[config.mk]
export PLATFORM = sky130hd
export DESIGN_NAME = serial_parallel_mult
export DESIGN_NICKNAME = d
export VERILOG_FILES = /design/src/rtl/mult_pkg.sv /design/src/rtl/mult_abs_sign.sv /design/src/rtl/serial_parallel_mult.sv
export SDC_FILE = /design/constraint.sdc
export NUM_CORES = 1
export LEC_CHECK = 0
export ABC_AREA = 1
export BUFFER_PORTS_ARGS = -buffer_cell sky130_fd_sc_hd__buf_2
export CAP_MARGIN = 20
export CORE_MARGIN = 3
export CORE_UTILIZATION = 33
export DETAILED_ROUTE_END_ITERATION = 10
export PLACE_DENSITY = 0.59
export SLEW_MARGIN = 40
export SYNTH_ARGS = -nofsm -noshare
export SYNTH_HDL_FRONTEND = slang
export SYNTH_SLANG_ARGS = --single-unit
export TNS_END_PERCENT = 10
[constraint.sdc]
create_clock -name clk -period 2.6 [get_ports clk]
set_clock_uncertainty 0.15 [all_clocks]
set_input_delay 0.26 -clock clk [delete_from_list [all_inputs] [get_ports clk]]
set_output_delay 0.26 -clock clk [all_outputs]
set_load 0.005 [all_outputs]
[src/rtl/mult_pkg.sv]
// Shared definitions for the shift-add multiplier: FSM state encoding and default operand width.
package mult_pkg;

    localparam int MULT_N = 8;

    typedef enum logic [1:0] {
        IDLE = 2'd0,
        LOAD = 2'd1,
        RUN  = 2'd2,
        DONE = 2'd3
    } state_t;

endpackage

[src/rtl/mult_abs_sign.sv]
// Operand magnitude and product-sign preparation used by the LOAD step.
// With MUL_SIGNED_EN defined the operands are two's complement; otherwise this is a pass-through.
module mult_abs_sign import mult_pkg::*; #(
    parameter int N = MULT_N
) (
    input  logic [N-1:0] a,
    input  logic [N-1:0] b,
    output logic [N:0]   a_mag,
    output logic [N:0]   b_mag,
    output logic         sign
);

`ifdef MUL_SIGNED_EN
    // One extra bit so that the most negative value keeps its full magnitude.
    function automatic logic [N:0] abs_ext(input logic [N-1:0] v);
        logic [N:0] ext;
        ext = {v[N-1], v};
        if (v[N-1]) begin
            return (~ext) + {{N{1'b0}}, 1'b1};
        end else begin
            return ext;
        end
    endfunction

    assign a_mag = abs_ext(a);
    assign b_mag = abs_ext(b);
    assign sign  = a[N-1] ^ b[N-1];
`else
    assign a_mag = {1'b0, a};
    assign b_mag = {1'b0, b};
    assign sign  = 1'b0;
`endif

endmodule

[src/rtl/serial_parallel_mult.sv]
// Sequential shift-add multiplier: one multiplier bit per clock, 2N-bit magnitude plus sign.
// Signed operand handling is selected with the MUL_SIGNED_EN macro (see mult_abs_sign).
module serial_parallel_mult import mult_pkg::*; #(
    parameter int N     = MULT_N,
    parameter int CNT_W = $clog2(N) + 1
) (
    input  logic           clk,
    input  logic           rst_n,
    input  logic           start,
    input  logic [N-1:0]   a,
    input  logic [N-1:0]   b,
    output logic           busy,
    output logic           done,
    output logic [2*N-1:0] product,
    output logic           sign
);

    state_t           state_r;
    logic [N-1:0]     a_r;
    logic [N-1:0]     b_r;
    logic [N:0]       mcand_r;
    logic [2*N:0]     acc_r;
    logic [CNT_W-1:0] cnt_r;
    logic             sign_pend_r;
    logic             busy_r;
    logic             done_r;
    logic [2*N-1:0]   product_r;
    logic             sign_r;

    logic [N:0]       a_mag_s;
    logic [N:0]       b_mag_s;
    logic             sign_s;
    logic [N+1:0]     sum_s;
    logic [2*N:0]     acc_next_s;

    mult_abs_sign #(.N(N)) u_abs_sign (
        .a     (a_r),
        .b     (b_r),
        .a_mag (a_mag_s),
        .b_mag (b_mag_s),
        .sign  (sign_s)
    );

    // One shift-add step: the accumulator's low half holds the unconsumed multiplier bits.
    always_comb begin
        sum_s      = {(N+2){1'b0}};
        acc_next_s = {(2*N+1){1'b0}};
        if (acc_r[0]) begin
            sum_s = {1'b0, acc_r[2*N:N]} + {1'b0, mcand_r};
        end else begin
            sum_s = {1'b0, acc_r[2*N:N]};
        end
        acc_next_s = {sum_s, acc_r[N-1:1]};
    end

    // Control FSM, datapath registers and registered handshake outputs.
    always_ff @(posedge clk or negedge rst_n) begin
        if (!rst_n) begin
            state_r     <= IDLE;
            a_r         <= '0;
            b_r         <= '0;
            mcand_r     <= '0;
            acc_r       <= '0;
            cnt_r       <= '0;
            sign_pend_r <= 1'b0;
            busy_r      <= 1'b0;
            done_r      <= 1'b0;
            product_r   <= '0;
            sign_r      <= 1'b0;
        end else begin
            case (state_r)
                IDLE: begin
                    if (start) begin
                        a_r     <= a;
                        b_r     <= b;
                        busy_r  <= 1'b1;
                        state_r <= LOAD;
                    end else begin
                        state_r <= IDLE;
                    end
                end
                LOAD: begin
                    // |b| < 2^N, so its top bit lands as a zero in the upper half.
                    mcand_r     <= a_mag_s;
                    acc_r       <= {{N{1'b0}}, b_mag_s};
                    sign_pend_r <= sign_s;
                    cnt_r       <= '0;
                    state_r     <= RUN;
                end
                RUN: begin
                    acc_r <= acc_next_s;
                    cnt_r <= cnt_r + CNT_W'(1);
                    if (cnt_r == CNT_W'(N - 1)) begin
                        product_r <= acc_next_s[2*N-1:0];
                        sign_r    <= sign_pend_r & (|acc_next_s[2*N-1:0]);
                        done_r    <= 1'b1;
                        state_r   <= DONE;
                    end else begin
                        state_r   <= RUN;
                    end
                end
                DONE: begin
                    done_r <= 1'b0;
                    // The DONE->IDLE edge doubles as the accept edge for a held start.
                    if (start) begin
                        a_r     <= a;
                        b_r     <= b;
                        busy_r  <= 1'b1;
                        state_r <= LOAD;
                    end else begin
                        busy_r  <= 1'b0;
                        state_r <= IDLE;
                    end
                end
                default: begin
                    busy_r  <= 1'b0;
                    done_r  <= 1'b0;
                    state_r <= IDLE;
                end
            endcase
        end
    end

    assign busy    = busy_r;
    assign done    = done_r;
    assign product = product_r;
    assign sign    = sign_r;

endmodule

==> insert_results.sql <==
INSERT INTO impl_metrics (metric_group, metric, value, unit) VALUES
('route', 'wirelength', '6410', 'um'),
('route', 'vias', '2281', ''),
('worst_setup_path', 'crit_path_end_kind', 'flop', ''),
('worst_hold_path', 'hold_path_depth', '2', ''),
('place', 'buffer_ports.inserted', '36', ''),
('timing', 'report.final.setup_viol', '0', ''),
('worst_setup_path', 'critical-path-max-stage-delay', '0.58', 'ns'),
('power', 'leakage', '1.91', 'nW'),
('worst_setup_path', 'timing.critical_path.arrival', '2.20', 'ns'),
('power', 'power.share.combinational', '41.5', '%'),
('grt', 'grt_start_max_net_pins', '29', ''),
('synth', 'netlist_instances', '309', ''),
('synth', 'share_of_the_yosys_chip_area_belonging_to_registers', '52.5', '%'),
('grt', 'antenna_found_initial', '0', ''),
('route', 'drt_drc_violations_left', '0', ''),
('run', 'cap_viol_max_count', '0', ''),
('timing', 'slew_viol_final', '0', ''),
('worst_setup_path', 'cp_max_fo', '11', ''),
('worst_hold_path', 'hold_path.class', 'in2reg', ''),
('timing', 'finalHoldViolations', '0', ''),
('power', 'irDropWorstVdd', '0.415', 'mV'),
('clock_tree', 'worst_skew_pair.late_latency', '0.34', 'ns'),
('finish', 'num-fill-cells', '876', ''),
('power', 'switchingPower', '1.68', 'mW'),
('worst_setup_path', 'worstSetupPathType', 'reg2reg', ''),
('floorplan', 'die_wd', '103', 'um'),
('finish', 'area_growth', '21.0', '%'),
('clock_tree', 'path_clk_slew', '0.07', 'ns'),
('synth', 'library_cells_used_by_synthesis', '33', ''),
('finish', 'nNetsFinal', '399', ''),
('synth', 'synthesis.area', '3100', 'um^2'),
('power', 'p_int', '2.79', 'mW'),
('route', 'ant_nets', '0', ''),
('grt', 'all_layer_global_routing_usage', '13.3', '%'),
('clock_tree', 'clock_tree.htree_level_count', '3', ''),
('route', 'wire_per_inst', '13.4', 'um'),
('timing', 'setup_repair_after_global_routing_missed_its_margin', 'no', ''),
('place', 'place.gp.congestion', '0.857', ''),
('floorplan', 'initial_core_util', '34.7', '%'),
('power', 'netSwitchingFraction', '37.5', '%'),
('timing', 'max-slew-margin-rel', '57.4', '%'),
('timing', 'max_freq', '478', 'MHz'),
('synth', 'synth.ff_latch_count', '65', ''),
('worst_setup_path', 'required', '2.71', 'ns'),
('route', 'post_drt_via_cell_ratio', '4.77', ''),
('power', 'power.density', '1190', 'nW/um^2'),
('status', 'run_status', 'finished, final reports clean', ''),
('clock_tree', 'tritoncts', 'yes', ''),
('grt', 'overflow', '0', ''),
('place', 'half_perimeter_wire_length_after_detailed_placement', '4490', 'um'),
('route', 'drt_pass1_iterations', '5', ''),
('grt', 'grt_first_pass_wirelength', '10800', 'um'),
('worst_setup_path', 'timing.critical_path.from_type', 'flop', ''),
('grt', 'grt_pass1_vias', '2226', ''),
('finish', 'post_route_cells_drive_above_1_share', '24.1', '%'),
('finish', 'antenna_cells_inserted', '0', ''),
('timing', 'setup_total_negative_slack', '0', 'ns'),
('clock_tree', 'maximum_root_to_sink_buffer_count', '2', ''),
('timing', 'final_period_utilization', '80.5', '%'),
('timing', 'actual_transition_at_the_worst_max_transition_pin', '0.638', 'ns'),
('floorplan', 'core_area', '8930', 'um^2'),
('route', 'dr.first_iter.drc_count', '114', ''),
('synth', 'count_of_flip_flops_with_a_built_in_enable_after_synthesis', '0', ''),
('worst_setup_path', 'reg2reg_path_depth', '6', ''),
('synth', 'synthesis.nets', '343', ''),
('floorplan', 'dieArea', '10600', 'um^2'),
('synth', 'yosys_warnings', '0', ''),
('timing', 'final_worst_path_period_need', '2.09', 'ns'),
('floorplan', 'die_h', '103', 'um'),
('worst_setup_path', 'timing.critical_path.cells', 'inv_1 -> ha_1 -> nand2_1 -> inv_1 -> nand2_1 -> o221ai_1', ''),
('synth', 'async_flop_share', '100', '%'),
('power', 'power.share.clock', '22.2', '%'),
('floorplan', 'io_pins', '38', ''),
('worst_setup_path', 'crit_path_top_delay_cell', 'sky130_fd_sc_hd__ha_1', ''),
('power', 'finalPower', '4.46', 'mW'),
('clock_tree', 'tritoncts_num_sinks', '65', ''),
('synth', 'synth_top_flop_cell', 'sky130_fd_sc_hd__dfrtp_1', ''),
('power', 'pwr-share-seq', '36.4', '%'),
('floorplan', 'fp-row-count', '34', ''),
('clock_tree', 'cts-buffers-inserted', '9', ''),
('synth', 'syn_avg_cell_area', '10.0', 'um^2'),
('clock_tree', 'cts_root_buffer', 'sky130_fd_sc_hd__clkbuf_8', ''),
('clock_tree', 'cts_resized', '0', '');
==> worst max-delay path: cells and delay by family, from the launching register on <==
kind / cells / cell delay [ns]
adder cells (fa/ha/maj): 1 / 0.58
AND/OR/NAND/NOR: 2 / 0.41
buffers and inverters: 2 / 0.38
AO/OA/AOI/OAI: 1 / 0.09
flip-flops: 1 / 0.40
==> metrics by stage <==
stage	area (um^2)	instances	worst slack [ns]	util [%]	hold WS [ns]
after floorplan	3100	309	0.796	-	-0.186
after global placement	3380	448	0.541	37.8	0.173
after detailed placement	3380	448	0.525	37.8	0.174
after CTS	3730	476	0.514	41.7	0.0000200
after global routing	3750	478	0.355	41.9	0.0129
final	3750	478	0.508	41.9	0.00522
==> cells by family after synthesis <==
| family | share of synthesized area, % |
|---|---|
| other | 0.121 |
| adders and majority gates | 6.30 |
| xor gates and xnor gates | 0.283 |
| AOI/OAI and AO/OA | 8.61 |
| DFF | 52.5 |
| and+or+nand+nor | 16.9 |
| muxes | 8.61 |
| buffers and inverters | 6.63 |
==> placed cells by master, fill, tap and decap left out, drive strengths merged <==
cell type	Yosys	final
nand3b	2	2
a2bb2oi	1	1
nand3	23	23
dlygate4sd3	0	14
nor2	8	8
o221ai	8	8
nor3	1	1
bufinv	0	2
nand2	77	77
clkinvlp	0	2
fa	1	1
clkbuf	1	12
o22ai	2	2
dfrtp	65	65
buf	8	40
o21ai	24	24
xnor2	1	1
ha	14	14
a21oi	8	8
mux2	22	22
inv	36	36
o21a	2	2
conb	1	1
or2	4	4
==> cell type report <==
class | count | area (um^2) | share of cell area [%]
flip-flops and latches | 65 | 1630 | 43.4
clock buffers | 12 | 155 | 4.14
inverters | 36 | 140 | 3.74
repair buffers | 54 | 350 | 9.35
multi-input cells | 199 | 1260 | 33.8
well taps | 108 | 135 | 3.61
clock inverters | 4 | 75.1 | 2.00
==> layer usage <==
| metal | track usage [%] | routed length, um |
|---|---|---|
| met5 | 0 | 0 |
| met2 | 20.0 | 2880 |
| met3 | 3.65 | 328 |
| met1 | 18.2 | 3110 |
| met4 | 5.58 | 89 |
==> state kept, by name, indices dropped and copies added (netlist names) <==
name / flops
a_r: 8
acc_r: 17
b_r: 8
busy: 1
cnt_r: 4
done: 1
mcand_r: 8
product: 16
state_r: 2
==> worst paths after layout <==
check / end / slack (ns) / from
max in group asynchronous: mcand_r[5]$_DFFE_PN0N_ / 1.25 / rst_n
hold reg to reg: product[14]$_DFFE_PN0P_ / 0.33 / product[14]$_DFFE_PN0P_
setup reg to reg: acc_r[7]$_DFFE_PN0P_ / 0.51 / state_r[0]$_DFF_PN0_
setup / recovery: acc_r[7]$_DFFE_PN0P_ / 0.51 / state_r[0]$_DFF_PN0_
min in group asynchronous: product[13]$_DFFE_PN0P_ / 0.33 / rst_n
hold / removal: a_r[5]$_DFFE_PN0P_ / 0.005 / a[5]
==> power groups by stage <==
| stage | Sequential, mW | Clock [mW] | Combinational [mW] |
|---|---|---|---|
| after detailed placement | 1.65 | 0 | 1.85 |
| after floorplan | 1.56 | 0 | 1.44 |
| after CTS | 1.63 | 1.01 | 1.87 |
| final | 1.62 | 0.989 | 1.85 |
| after global placement | 1.64 | 0 | 1.81 |
| after global routing | 1.68 | 1.06 | 2.08 |
==> synthesized netlist by cell type (3+ instances only) <==
| cell | number | area, um^2 |
|---|---|---|
| sky130_fd_sc_hd__dfrtp_1 | 65 | 1630 |
| sky130_fd_sc_hd__o221ai_1 | 8 | 70.1 |
| sky130_fd_sc_hd__inv_1 | 32 | 120 |
| sky130_fd_sc_hd__or2_2 | 3 | 18.8 |
| sky130_fd_sc_hd__buf_2 | 4 | 20.0 |
| sky130_fd_sc_hd__nor2_1 | 5 | 18.8 |
| sky130_fd_sc_hd__mux2_2 | 17 | 191 |
| sky130_fd_sc_hd__nand2_1 | 75 | 282 |
| sky130_fd_sc_hd__o21ai_0 | 13 | 65.1 |
| sky130_fd_sc_hd__o21ai_1 | 11 | 55.1 |
| sky130_fd_sc_hd__mux2_4 | 5 | 75.1 |
| sky130_fd_sc_hd__a21oi_1 | 8 | 40.0 |
| sky130_fd_sc_hd__nand3_1 | 23 | 115 |
| sky130_fd_sc_hd__ha_1 | 14 | 175 |
| sky130_fd_sc_hd__buf_6 | 3 | 33.8 |
==> what timing repair did <==
| action | in CTS | in global routing |
|---|---|---|
| endpoints found under the hold margin | 36 | 2 |
| setup buffers | 0 | 0 |
| hold buffers | 12 | 2 |
(Power assumes the default switching activity.)
